[src/rtl/uart_rgb_cmd.sv]
// Single-character command stage for the UART register port. It polls the
// receive byte, decodes colour and brightness commands, sends a one-byte
// acknowledge, and generates the PWM enables for the RGB driver.
`timescale 1ns/1ps
module uart_rgb_cmd #(
   parameter int unsigned PWM_DIV = 750,
   parameter bit          ACK_EN  = 1'b1
) (
   input  logic        hw_clk,
   input  logic        reset,
   input  logic [31:0] reg_dat_do,
   input  logic        reg_dat_wait,
   output logic        reg_dat_re,
   output logic        reg_dat_we,
   output logic [31:0] reg_dat_di,
   output logic        rgb_red,
   output logic        rgb_green,
   output logic        rgb_blue,
   output logic        busy
);

   localparam int unsigned PS_W    = (PWM_DIV > 1) ? $clog2(PWM_DIV) : 1;
   localparam logic [PS_W-1:0] PS_LAST = PS_W'(PWM_DIV - 1);
   localparam logic [31:0] RX_NONE = 32'hFFFF_FFFF;
   localparam logic [7:0]  CH_ZERO = 8'h30;
   localparam logic [7:0]  CH_B    = 8'h42;
   localparam logic [7:0]  CH_QM   = 8'h3F;
   localparam logic [7:0]  CH_E    = 8'h45;
   localparam logic [7:0]  CH_K    = 8'h4B;

   typedef enum logic [2:0] {IDLE, DECODE, ARG, ARG_DEC, TX} state_t;

   state_t          state;
   logic [7:0]      rx_byte;
   logic [2:0]      colour;
   logic [3:0]      bright;
   logic [PS_W-1:0] pwm_ps;
   logic [3:0]      pwm_cnt;
   logic [4:0]      hex_c;
   logic [7:0]      ack_c;

   // {valid, value} for an ASCII hex digit
   function automatic logic [4:0] hex_decode(input logic [7:0] b);
      if (b >= 8'h30 && b <= 8'h39)      return {1'b1, 4'(b - 8'h30)};
      else if (b >= 8'h41 && b <= 8'h46) return {1'b1, 4'(b - 8'h37)};
      else if (b >= 8'h61 && b <= 8'h66) return {1'b1, 4'(b - 8'h57)};
      else                               return 5'b0_0000;
   endfunction

   assign hex_c = hex_decode(rx_byte);

   // Acknowledge byte for the command currently being decoded
   always_comb begin
      ack_c = CH_E;
      if (state == DECODE) begin
         if (rx_byte[7:3] == 5'b00110) ack_c = rx_byte;
         else if (rx_byte == CH_QM)    ack_c = CH_ZERO + {5'b0_0000, colour};
      end else if (hex_c[4]) begin
         ack_c = CH_K;
      end
   end

   // Command FSM: rx polling, decode, acknowledge handshake
   always_ff @(posedge hw_clk or posedge reset) begin
      if (reset) begin
         state      <= IDLE;
         rx_byte    <= 8'h00;
         colour     <= 3'b000;
         bright     <= 4'hF;
         reg_dat_re <= 1'b0;
         reg_dat_we <= 1'b0;
         reg_dat_di <= 32'h0;
         busy       <= 1'b0;
      end else begin
         reg_dat_re <= 1'b0;
         case (state)
            IDLE, ARG: begin
               if (reg_dat_do != RX_NONE) begin
                  rx_byte    <= reg_dat_do[7:0];
                  reg_dat_re <= 1'b1;
                  busy       <= 1'b1;
                  state      <= (state == IDLE) ? DECODE : ARG_DEC;
               end
            end
            DECODE, ARG_DEC: begin
               if (state == DECODE && rx_byte[7:3] == 5'b00110) colour <= rx_byte[2:0];
               if (state == ARG_DEC && hex_c[4])                bright <= hex_c[3:0];
               if (state == DECODE && rx_byte == CH_B) begin
                  state <= ARG;
               end else if (ACK_EN) begin
                  reg_dat_di <= {24'h0, ack_c};
                  reg_dat_we <= 1'b1;
                  state      <= TX;
               end else begin
                  busy  <= 1'b0;
                  state <= IDLE;
               end
            end
            TX: begin
               if (!reg_dat_wait) begin
                  reg_dat_we <= 1'b0;
                  busy       <= 1'b0;
                  state      <= IDLE;
               end
            end
            default: begin
               busy  <= 1'b0;
               state <= IDLE;
            end
         endcase
      end
   end

   // PWM timebase and registered channel enables
   always_ff @(posedge hw_clk or posedge reset) begin
      if (reset) begin
         pwm_ps    <= '0;
         pwm_cnt   <= 4'h0;
         rgb_red   <= 1'b0;
         rgb_green <= 1'b0;
         rgb_blue  <= 1'b0;
      end else begin
         if (pwm_ps == PS_LAST) begin
            pwm_ps  <= '0;
            pwm_cnt <= pwm_cnt + 4'h1;
         end else begin
            pwm_ps <= pwm_ps + PS_W'(1);
         end
         rgb_red   <= colour[0] && (pwm_cnt < bright);
         rgb_green <= colour[1] && (pwm_cnt < bright);
         rgb_blue  <= colour[2] && (pwm_cnt < bright);
      end
   end

endmodule
[config.mk]
export PLATFORM = sky130hd
export DESIGN_NAME = uart_rgb_cmd
export DESIGN_NICKNAME = d
export VERILOG_FILES = /design/src/rtl/uart_rgb_cmd.sv
export SDC_FILE = /design/constraint.sdc
export NUM_CORES = 1
export LEC_CHECK = 0
export ABC_AREA = 1
export CAP_MARGIN = 10
export CORE_MARGIN = 1.5
export CORE_UTILIZATION = 25
export CTS_CLUSTER_SIZE = 14
export DETAILED_ROUTE_END_ITERATION = 7
export SETUP_SLACK_MARGIN = 0.1
export SYNTH_ARGS = -nofsm -noshare
export SYNTH_HDL_FRONTEND = slang
export SYNTH_SLANG_ARGS = --single-unit
[constraint.sdc]
create_clock -name hw_clk -period 1.54 [get_ports hw_clk]
set_clock_uncertainty 0.1 [all_clocks]
set_input_delay 0.308 -clock hw_clk [delete_from_list [all_inputs] [get_ports hw_clk]]
set_output_delay 0.308 -clock hw_clk [all_outputs]
set_load 0.1 [all_outputs]
== Word-level counts from Yosys, hierarchy flattened ==
Index checks and enable logic that the tools add are counted.

* Bits of input ports: 35
* Logic and storage cells: 80
* Bits in registers: 46

* Reductions and logical operators: 20
* Add/sub/neg operators: 6
* Bitwise gates (word level): 2
* Equal/unequal tests: 12
* Magnitude comparators: 7
* Multiplexer cells: 20

{| class="wikitable"
|+ Operator list
! cell !! count
|-
| 32-bit != test (second input constant) || 1
|-
| 8-bit by 7-bit greater-or-equal comparator with 1-bit output (second input constant) || 2
|-
| 8-bit by 7-bit less-or-equal comparator with 1-bit output (second input constant) || 2
|-
| 8-bit two-way mux || 2
|-
| 5-bit two-way mux || 3
|-
| 10-bit by 1-bit adder with 10-bit output (second input constant) || 1
|-
| 10-bit equality test (second input constant) || 1
|-
| 10-bit two-way mux || 1
|-
| 2-bit AND reduction || 5
|-
| 1-bit logical AND || 9
|-
| 3-bit two-way mux || 3
|-
| 3-bit one-hot mux with 3 select lines || 1
|-
| 8-bit by 6-bit equality test with 1-bit output (second input constant) || 1
|-
| 8-bit by 7-bit equality test with 1-bit output (second input constant) || 1
|-
| 8-bit by 6-bit greater-or-equal comparator with 1-bit output (second input constant) || 1
|-
| 8-bit by 6-bit less-or-equal comparator with 1-bit output (second input constant) || 1
|-
| 4-bit by 3-bit subtractor with 4-bit output (second input constant) || 2
|-
| 6-bit by 3-bit adder with 7-bit output (first input constant) || 1
|-
| 7-bit two-way mux || 1
|-
| 3-bit by 2-bit equality test with 1-bit output (second input constant) || 2
|-
| 2-bit != test (second input constant) || 3
|-
| 3-bit AND reduction || 2
|-
| 5-bit by 3-bit equality test with 1-bit output (second input constant) || 1
|-
| 1-bit two-way mux || 5
|-
| 13 further kinds || 15
|}

== Longest topological paths before layout ==
Gate-level depths: netlist of the first run.

* Depth after elaboration: 7
* Gate-level depth with buffers: 10
* Depth with buffers taken out: 10

== Worst setup path after synthesis of the first run ==
Ideal clock, no wire load.

* Path kind: reg-to-reg
* From: register rx_byte[0]
* To: register reg_dat_di[1]
* Buffers on the path: 0
* Setup slack: 0.004 ns
* Arrival time: 1.317 ns
* Stages on the path, launching flop included: 10
* Data required time: 1.320 ns
* Library setup time: 0.120 ns
* Cell sequence: dfrtp_1 > inv_1 > ha_1 > nand3b_1 > nand3_4 > nand2_2 > nand2_1 > nand2_1 > nand2_1 > nand2_1

* Cells in the longest elaborated chain, start to end: 7
* Elaborated cells on any way between the ends: 21

{| class="wikitable"
|+ RTL lines
! what !! line !! source
|-
| from (decl) || 34 || <nowiki>logic [7:0] rx_byte;</nowiki>
|-
| from (signal assigned) || 79 || <nowiki>rx_byte <= reg_dat_do[7:0];</nowiki>
|-
| 8-bit by 7-bit greater-or-equal comparator with 1-bit output or 8-bit by 7-bit less-or-equal comparator with 1-bit output (tied branches) || 46 || <nowiki>else if (b >= 8'h61 && b <= 8'h66) return {1'b1, 4'(b - 8'h57)};</nowiki>
|-
| 1-bit logical AND || 46 ||
|-
| 5-bit two-way mux || 46 ||
|-
| 5-bit two-way mux || 45 || <nowiki>else if (b >= 8'h41 && b <= 8'h46) return {1'b1, 4'(b - 8'h37)};</nowiki>
|-
| 5-bit two-way mux || 44 || <nowiki>if (b >= 8'h30 && b <= 8'h39) return {1'b1, 4'(b - 8'h30)};</nowiki>
|-
| 4-bit two-way mux || 58 || <nowiki>end else if (hex_c[4]) begin</nowiki>
|-
| 8-bit two-way mux || 55 || <nowiki>if (state == DECODE) begin</nowiki>
|-
| to (signal assigned) || 91 || <nowiki>reg_dat_di <= {24'h0, ack_c};</nowiki>
|-
| to (decl) || 15 || <nowiki>output logic [31:0] reg_dat_di,</nowiki>
|}

Several ways; a longest one is shown, not always the timed one.
A chain may end at the register's enable or synchronous reset.

== Final worst setup path of the first run ==
* From: register rx_byte[1]
* To: register bright[1]

* Cells in the longest elaborated chain, start to end: 7
* Elaborated cells on any way between the ends: 17

{| class="wikitable"
|+ RTL lines
! what !! line !! source
|-
| 8-bit by 7-bit greater-or-equal comparator with 1-bit output or 8-bit by 7-bit less-or-equal comparator with 1-bit output (tied branches) || 46 ||
|-
| 1-bit logical AND || 46 ||
|-
| 5-bit two-way mux || 46 ||
|-
| 5-bit two-way mux || 45 ||
|-
| 5-bit two-way mux (*) || 44 ||
|-
| 1-bit logical AND || 87 || <nowiki>if (state == ARG_DEC && hex_c[4]) bright <= hex_c[3:0];</nowiki>
|-
| 2-bit AND reduction (no line) || - ||
|-
| to (signal assigned) || 87 ||
|-
| to (decl) || 36 || <nowiki>logic [3:0] bright;</nowiki>
|}

Mark *: on every way between the ends. The rest lies on a longest branch, timed or not.

==> flow_summary.yaml, run 1 <==
timing:
  hold_viol: 0
  slew_violations: 0
  rsz0062_at_grt: "true"
  finalSetupViolCount: 4
  fmax_mhz: 634
  holdWs_ns: 0.214
  fin_ws_ns: -0.0381
  finalCritPeriodShare: 1.02
  fin_crit_ns: 1.58
yosys:
  synth.distinct_cells: 31
  yosysSeqAreaShare: 0.436
  synthArstFlopShare: 1.00
  synth_top_cell_area_share: 0.396
  yosysWarningCount: 0
  synth_edf_count: 0
  synth_top_cell_by_area: "dfrtp_1"
  synth_area_per_cell_sq_um: 8.07
  ys_ff_latch: 46
  syn_area_sq_um: 2650
  ys_top_cells_by_area: "dfrtp_1 (40%), nand2_1 (12%), buf_4 (6.8%)"
  synthCells: 329
  synth_top_flop_cell: "dfrtp_1"
global_routing:
  grt_overflow: 0
  grt_usage: 0.0991
  grt_pass1_vias: 2127
  grt_antenna_before_repair: 0
  grt_max_degree: 23
  grt_pass1_wl_microns: 9180
power_and_ir_drop:
  powerDensity_nw_per_um2: 1400
  ir_drop_uv: 662
  power.leakage_nw: 2.09
cells_and_area:
  final_nets: 469
  syn_to_final_growth_pct: 54.6
  antennaDiodeCount: 0
  num-fill-cells: 1026
  fin_util: 0.398
  fin_area_sq_um: 4100
  drive_above_1_share: 0.360
floorplanning:
  die_h_microns: 106
  initial_utilization: 0.257
  dieArea_sq_um: 11200
  num_rows: 37
  io_pins: 73
  core_area_sq_um: 10300
  die_w_microns: 106
clock_tree:
  clockBufferDepth: 2
  cts_tree: "built"
  htreeDepth: 2
  cts-root-buf: "clkbuf_8"
  path_clk_slew_ns: 0.09
  cts.sinks: 46
  cts_buffers: 5
  clock_latency_ns: 0.30
  hold_buffers: 0
place:
  post_dp_cell_area_sq_um: 3540
  portBuffers: 48
  gp_congestion: 0.787
  hpwlAfterDp_microns: 4160
setup_path:
  worstPathMaxFanout: 6
  r2r_start: "rx_byte[1]$_DFFE_PP0P_"
  end_kind: "flip-flop"
  worstSetupPathType: "reg -> reg"
  cp.arrival_ns: 1.70
  cp-startpoint: "rx_byte[1]$_DFFE_PP0P_"
  worstPathRequired_ns: 1.66
  startpoint_type: "flip-flop"
routing:
  wl_microns: 5760
  drtAntennaViolNets: 0
  drc: 0
  wl_per_cell_microns: 10.3
  drt_iter0_markers: 91
  first_pass_iters: 4
  routed-via-count: 2255
  viasPerCell: 4.02
status:
  outcome: "complete, but fails checks"
  violations: "negative setup slack"
min_path:
  min-delay-path-class: "in -> async"
job:
  cap_violations: 0
stage by stage:
| step | total power, mW | instances | setup WS (ns) | TNS, ns |
|---|---|---|---|---|
| finish | 5.75 | 561 | -0.0381 | -0.0826 |
| global route | 6.11 | 561 | -0.176 | -1.66 |
| CTS | 5.63 | 555 | -0.0362 | -0.0863 |
| detailed placement | 4.43 | 537 | -0.278 | -3.29 |
| global placement | 4.39 | 537 | -0.251 | -3.05 |
| floorplan | 3.63 | 352 | 0.0894 | 0 |
layout by cell type, fill, tap and decap left out, drive strengths merged, types with 5 or more instances in the layout:
master         instances
a21oi                  6
buf                   55
clkbuf                 5
clkdlybuf4s50          6
conb                  24
dfrtp                 42
dlymetal6s2s          24
ha                    10
inv                   49
nand2                 89
nand3                 16
nor2                  37
nor3                  12
o21ai                 24
state kept, by name (all words and copies together), names as in the netlist:
name	count
rx_byte	8
rgb_red	1
pwm_cnt	4
rgb_green	1
reg_dat_di	8
rgb_blue	1
state	3
colour	3
bright	4
busy	1
reg_dat_we	1
pwm_ps	10
reg_dat_re	1
timing repair:
item / in CTS / in global routing
setup buffers: 9 / 7
endpoints found under the setup margin: 31 / 40
resized for setup: 24 / 82
cloned: 1 / 0
pin swaps: 7 / 52
synthesized netlist by cell type, types with 6 or more instances:
| library cell | instances |
|---|---|
| nand2_1 | 83 |
| inv_1 | 43 |
| dfrtp_1 | 42 |
| nor2_1 | 31 |
| buf_4 | 24 |
| o21ai_0 | 14 |
| nand3_1 | 13 |
| nor3_1 | 11 |
| ha_1 | 10 |
| o21ai_2 | 8 |
| nand2_2 | 6 |
worst max-delay path, stage by stage (launching register included):
cell and delay [ns]:
dfrtp_1 0.43, inv_2 0.13, ha_4 0.14, inv_2 0.04
nand3b_1 0.15, nand3_4 0.14, a21oi_4 0.21, nand2_1 0.09
o21ai_1 0.09
per-layer routing:
layer,track usage,vias up,part of all wire
met2,0.170,59,0.50
met1,0.126,1027,0.45
met4,0.0328,0,0.016
met5,0,-,0
li1,-,1160,-
met3,0.0172,9,0.041
report_power, final:
part	switching, mW	internal [mW]	total [mW]
clock	0.415	0.478	0.893
sequential	0.279	1.47	1.75
combinational	1.95	1.16	3.11
total	2.65	3.11	5.75
final timing paths:
path | to | slack, ns | depth (start not counted)
setup reg to reg | bright[1]$_DFFE_PP1P_ | -0.04 | 8
min in group hw_clk | rx_byte[7]$_DFFE_PP0P_ | 0.24 | 4
hold reg to reg | bright[0]$_DFFE_PP1P_ | 0.37 | 2
hold / removal | reg_dat_di[7]$_DFFE_PP0P_ | 0.21 | 2
setup / recovery | bright[1]$_DFFE_PP1P_ | -0.04 | 8
max in group asynchronous | rx_byte[0]$_DFFE_PP0P_ | 0.72 | 3
cells by family after synthesis:
| logic type | Yosys count | synth area share |
|---|---|---|
| xor gates and xnor gates | 6 | 0.0198 |
| DFF | 46 | 0.436 |
| adders and majority gates | 10 | 0.0471 |
| other | 1 | 0.00141 |
| and+or+nand+nor | 161 | 0.276 |
| AOI/OAI and AO/OA | 31 | 0.0745 |
| buffers and inverters | 74 | 0.146 |
final cells by class:
cell class | count | area, sq um | area share
clock buffer | 5 | 68.8 | 0.0168
multi-input combinational | 232 | 1440 | 0.351
clock inverter | 3 | 40.0 | 0.00976
inverter | 49 | 208 | 0.0506
tap | 136 | 170 | 0.0415
sequential | 46 | 1160 | 0.282
timing repair buffer | 89 | 1010 | 0.247
timing repair inverter | 1 | 6.26 | 0.00152
Note: power is estimated with default switching activity, not from simulation.
==> run 2: changes to the inputs <==
==> constraint.sdc (replaced) <==
create_clock -name hw_clk -period 1.95 [get_ports hw_clk]
set_clock_uncertainty 0.1 [all_clocks]
set_input_delay 0.39 -clock hw_clk [delete_from_list [all_inputs] [get_ports hw_clk]]
set_output_delay 0.39 -clock hw_clk [all_outputs]
set_load 0.1 [all_outputs]
==> run 2 against run 1 <==
The run now ends clean. Combinational power shrank 35%. Register-to-register slack better by 0.33 ns. Hold slack better by 0.073 ns. Die area unchanged. Core utilization decreased by 5.7 points. Non-clock buffer count shrank 37. Sequential share of layout area up 4.7 points. First-iteration DRC count decreased by 29%. Via count shrank 8.0%. Setup slack gained 0.33 ns. Cell count fell by 6.8%.
==> flow_summary.yaml, run 2 (synthesis gave the netlist of run 1 again) <==
clock_tree:
  htreeDepth: 2
  cts_buffers: 5
  clockBufferDepth: 2
  path_clk_slew_ns: 0.09
  cts.sinks: 46
  cts_tree: "built"
  clock_latency_ns: 0.30
  cts-root-buf: "clkbuf_8"
  cts_setup_buffers: 0
timing:
  fin_crit_ns: 1.66
  fin_setup_tns_ns: 0
  finalCritPeriodShare: 0.851
  worst_pin_slew_ns: 0.510
  slew_headroom: 0.658
  hold_viol: 0
  slew_violations: 0
  rsz0062_at_grt: "false"
  fmax_mhz: 603
  finalSetupViolCount: 0
global_routing:
  grt_usage: 0.0943
  grt_pass1_wl_microns: 8730
  grt_pass1_vias: 1893
  grt_max_degree: 26
  grt_antenna_before_repair: 0
  grt_overflow: 0
floorplanning:
  initial_utilization: 0.257
  dieArea_sq_um: 11200
  die_w_microns: 106
  num_rows: 37
  io_pins: 73
  die_h_microns: 106
  core_area_sq_um: 10300
place:
  hpwlAfterDp_microns: 4040
  placed_cells: 515
  portBuffers: 48
  post_dp_cell_area_sq_um: 3370
  gp_congestion: 0.766
cells_and_area:
  syn_to_final_growth_pct: 32.5
  largest-register: "pwm_ps"
  layout_commonest_cell: "nand2_1"
  regArea_sq_um: 1160
  largest_reg_flops: 10
  fin_util: 0.341
  final_cell_mix: "nand2_1 (83), inv_1 (42), dfrtp_1 (41)"
  antennaDiodeCount: 0
  multi_input_area_sq_um: 1200
  reg.largest.list: "pwm_ps: 10 flops, reg_dat_di: 8 flops, rx_byte: 8 flops"
  final_nets: 431
  fin_area_sq_um: 3520
  num-fill-cells: 1084
  drive_above_1_share: 0.168
  stdcell_count: 523
status:
  outcome: "finished clean"
setup_path:
  worstSetupPathType: "reg -> reg"
  end_kind: "flip-flop"
  worstPathMaxFanout: 6
  startpoint_type: "flip-flop"
  cp.arrival_ns: 1.78
  worstPathRequired_ns: 2.07
power_and_ir_drop:
  power.leakage_nw: 1.66
  powerDensity_nw_per_um2: 1200
  ir_drop_uv: 583
  p_total_mw: 4.22
job:
  cap_violations: 0
routing:
  wl_microns: 4960
  viasPerCell: 3.97
  wl_per_cell_microns: 9.48
  drt_iter0_markers: 65
  drtAntennaViolNets: 0
  drc: 0
  routed-via-count: 2075
  first_pass_iters: 4
min_path:
  min-delay-path-class: "in -> async"
## run 2: cell count changes in the layout (fill, tap and decap cells not counted), sizes merged
| cell | previous run | this run |
|---|---|---|
| clkdlybuf4s50 | 6 | 34 |
| dlygate4sd2 | 4 | 0 |
| clkinvlp | 1 | 0 |
| clkbuf | 5 | 6 |
| buf | 55 | 18 |
| inv | 49 | 48 |
| clkinv | 2 | 1 |
| bufinv | 1 | 2 |
| dlymetal6s2s | 24 | 0 |
## run 2: repair_timing
| item | 4_1_cts | 5_1_grt |
|---|---|---|
| setup endpoints to repair | 0 | 1 |
| gates resized for setup | 0 | 1 |
| hold buffers | 0 | 0 |
| hold endpoints to repair | 0 | 0 |
## run 2: layout make-up
| cell class | count | area share |
|---|---|---|
| clock inverter | 2 | 0.0171 |
| clock buffer | 6 | 0.0235 |
| timing repair buffer | 52 | 0.189 |
| tap | 136 | 0.0484 |
| inverter | 49 | 0.0530 |
| multi-input combinational | 232 | 0.340 |
| sequential | 46 | 0.329 |
## run 2: critical path: stages (launching register included)
cell	delay [ns]
dfrtp_2	0.45
inv_1	0.16
ha_1	0.17
inv_1	0.05
nand3_1	0.09
nand4_2	0.18
nand2_2	0.13
nand2_1	0.11
o21ai_1	0.16
## run 2: per-layer routing
layer,GRT usage,part of all wire,vias to the layer above
met5,0,0,-
met4,0.0347,0.018,0
met3,0.0202,0.044,7
met2,0.149,0.46,48
met1,0.127,0.48,933
li1,-,-,1087
## run 2: worst paths after layout
path,from,to,slack [ns],depth (start not counted)
max in group asynchronous,reset,rx_byte[1]$_DFFE_PP0P_,0.99,3
worst max register to register,rx_byte[1]$_DFFE_PP0P_,bright[0]$_DFFE_PP1P_,0.29,8
worst min-delay path,reset,pwm_cnt[3]$_DFFE_PP0N_,0.29,2
worst max-delay path,rx_byte[1]$_DFFE_PP0P_,bright[0]$_DFFE_PP1P_,0.29,8
min in group hw_clk,bright[0]$_DFFE_PP1P_,bright[0]$_DFFE_PP1P_,0.38,2
worst min register to register,bright[0]$_DFFE_PP1P_,bright[0]$_DFFE_PP1P_,0.38,2
## run 2: report_power, final
part           leakage (nW)  internal, mW  switching, mW
Sequential            0.572          1.16          0.192
Combinational          1.01         0.633           1.37
Clock                0.0714         0.546          0.313
## run 2: per-stage QoR
stage | worst slack [ns] | hold slack (ns)
6_report | 0.291 | 0.287
5_1_grt | 0.154 | 0.325
4_1_cts | 0.236 | 0.289
3_5_place_dp | 0.0491 | 0.375
3_3_place_gp | 0.0574 | 0.365
2_1_floorplan | 0.379 | 0.346
==> run 3: changes to the inputs <==
==> constraint.sdc (replaced) <==
create_clock -name hw_clk -period 1.95 [get_ports hw_clk]
set_clock_uncertainty 0.1 [all_clocks]
set_input_delay 0.39 -clock hw_clk [delete_from_list [all_inputs] [get_ports hw_clk]]
set_output_delay 0.39 -clock hw_clk [all_outputs]
set_load 0.01 [all_outputs]
==> run 3 against run 2 <==
Non-clock buffer count unchanged. Via count down 1.4%. Critical path type is now reg -> out. Critical path depth down 7. Fmax down 1.7%. Core utilization down 1.6 points. Hold slack worse by 0.067 ns. Combinational power down 38%. Global-route usage about the same. Power down 23%.
==> flow_summary.yaml, run 3 (synthesis gave the netlist of run 1 again) <==
power_and_ir_drop:
  p_int_mw: 2.04
  switching_share: 0.372
  switchingPower_mw: 1.21
  seqPwrFrac: 0.406
  ir_drop_uv: 381
  combPwrFrac: 0.381
  clock_power_share: 0.213
  power.leakage_nw: 1.57
  powerDensity_nw_per_um2: 970
place:
  placed_cells: 515
  hpwlAfterDp_microns: 4040
  portBuffers: 48
  place_ws_ns: 0.0460
  gp_congestion: 0.787
clock_tree:
  hold_buffers: 0
  clockBufferDepth: 2
  cts_buffers: 5
  path_clk_slew_ns: 0.08
  cts_resized: 0
  cts_setup_buffers: 0
  cts-root-buf: "clkbuf_8"
  htreeDepth: 2
  cts_tree: "built"
  clock_latency_ns: 0.29
  cts.sinks: 46
setup_path:
  startpoint_type: "flip-flop"
  slowest_delay_ns: 0.54
  end_kind: "primary output"
  worstPathMaxFanout: 2
  worstPathRequired_ns: 1.46
  cp-startpoint: "reg_dat_di[2]$_DFFE_PP0P_"
  worstSetupPathType: "reg -> out"
  r2r_start: "rx_byte[1]$_DFFE_PP0P_"
  crit_chain: "clkdlybuf4s50_1"
  crit_family: "buffers and inverters"
  cp.arrival_ns: 1.20
  cp.buffers_inverters: 1
  crit_path_top_delay_cell: "clkdlybuf4s50_1"
  r2r_setup_slack_ns: 0.27
floorplanning:
  io_pins: 73
  num_rows: 37
  die_h_microns: 106
  die_w_microns: 106
  initial_utilization: 0.257
  dieArea_sq_um: 11200
  core_area_sq_um: 10300
routing:
  wl_per_cell_microns: 9.52
  routed-via-count: 2046
  wl_microns: 4980
  first_pass_iters: 4
  drtAntennaViolNets: 0
  viasPerCell: 3.91
  drt_iter0_markers: 62
  drc: 0
cells_and_area:
  final_cell_mix: "nand2_1 (83), clkdlybuf4s50_1 (48), inv_1 (42)"
  largest_reg_flops: 10
  layout_commonest_cell: "nand2_1"
  regArea_sq_um: 1160
  multi_input_area_sq_um: 1200
  antennaDiodeCount: 0
  num-fill-cells: 1077
  syn_to_final_growth_pct: 26.4
  stdcell_count: 523
  reg.largest.list: "pwm_ps: 10 flops, reg_dat_di: 8 flops, rx_byte: 8 flops"
  largest-register: "pwm_ps"
  drive_above_1_share: 0.127
  final_nets: 431
status:
  outcome: "finished clean"
timing:
  fin_crit_ns: 1.69
  fin_ws_ns: 0.262
  fin_setup_tns_ns: 0
  finalCritPeriodShare: 0.866
  finalSetupViolCount: 0
  slew_violations: 0
  hold_viol: 0
  fmax_mhz: 592
  rsz0062_at_grt: "false"
global_routing:
  grt_antenna_before_repair: 0
  grt_usage: 0.0945
  grt_overflow: 0
  grt_pass1_wl_microns: 8770
  grt_max_degree: 26
  grt_pass1_vias: 2002
min_path:
  min-delay-path-class: "in -> async"
job:
  cap_violations: 0
-- run 3: area by class of cell --
class / count / area share
clock buffer: 7 / 0.0228
clock inverter: 1 / 0.00896
inverter: 49 / 0.0556
multi-input combinational: 232 / 0.357
sequential: 46 / 0.345
tap: 136 / 0.0507
timing repair buffer: 52 / 0.160
-- run 3: power by group through the flow --
stage	logic (mW)	clock network (mW)	registers, mW
3_5_place_dp	1.25	0	1.34
2_1_floorplan	0.904	0	1.34
3_3_place_gp	1.24	0	1.33
6_report	1.24	0.692	1.32
5_1_grt	1.41	0.749	1.35
4_1_cts	1.26	0.714	1.32
-- run 3: final timing paths --
path,endpoint,cells past startpoint
worst max-delay path,reg_dat_di[2],1
worst min-delay path,colour[0]$_DFFE_PP0P_,2
worst max register to register,bright[0]$_DFFE_PP1P_,8
worst min register to register,bright[0]$_DFFE_PP1P_,2
max in group asynchronous,bright[1]$_DFFE_PP1P_,3
min in group hw_clk,bright[0]$_DFFE_PP1P_,2
-- run 3: layer usage --
layer  global-route usage  share of wire
met5                    0              0
met4               0.0261          0.011
met3               0.0221          0.040
met2                0.157           0.46
met1                0.123           0.49
-- run 3: metrics by stage --
step | area [sq um] | power, mW | hold slack (ns) | utilization
6_report | 3350 | 3.25 | 0.220 | 0.325
3_5_place_dp | 3250 | 2.59 | 0.367 | 0.314
3_3_place_gp | 3250 | 2.57 | 0.358 | 0.314
5_1_grt | 3350 | 3.51 | 0.241 | 0.325
2_1_floorplan | 2740 | 2.24 | 0.346 | -
4_1_cts | 3350 | 3.30 | 0.224 | 0.325
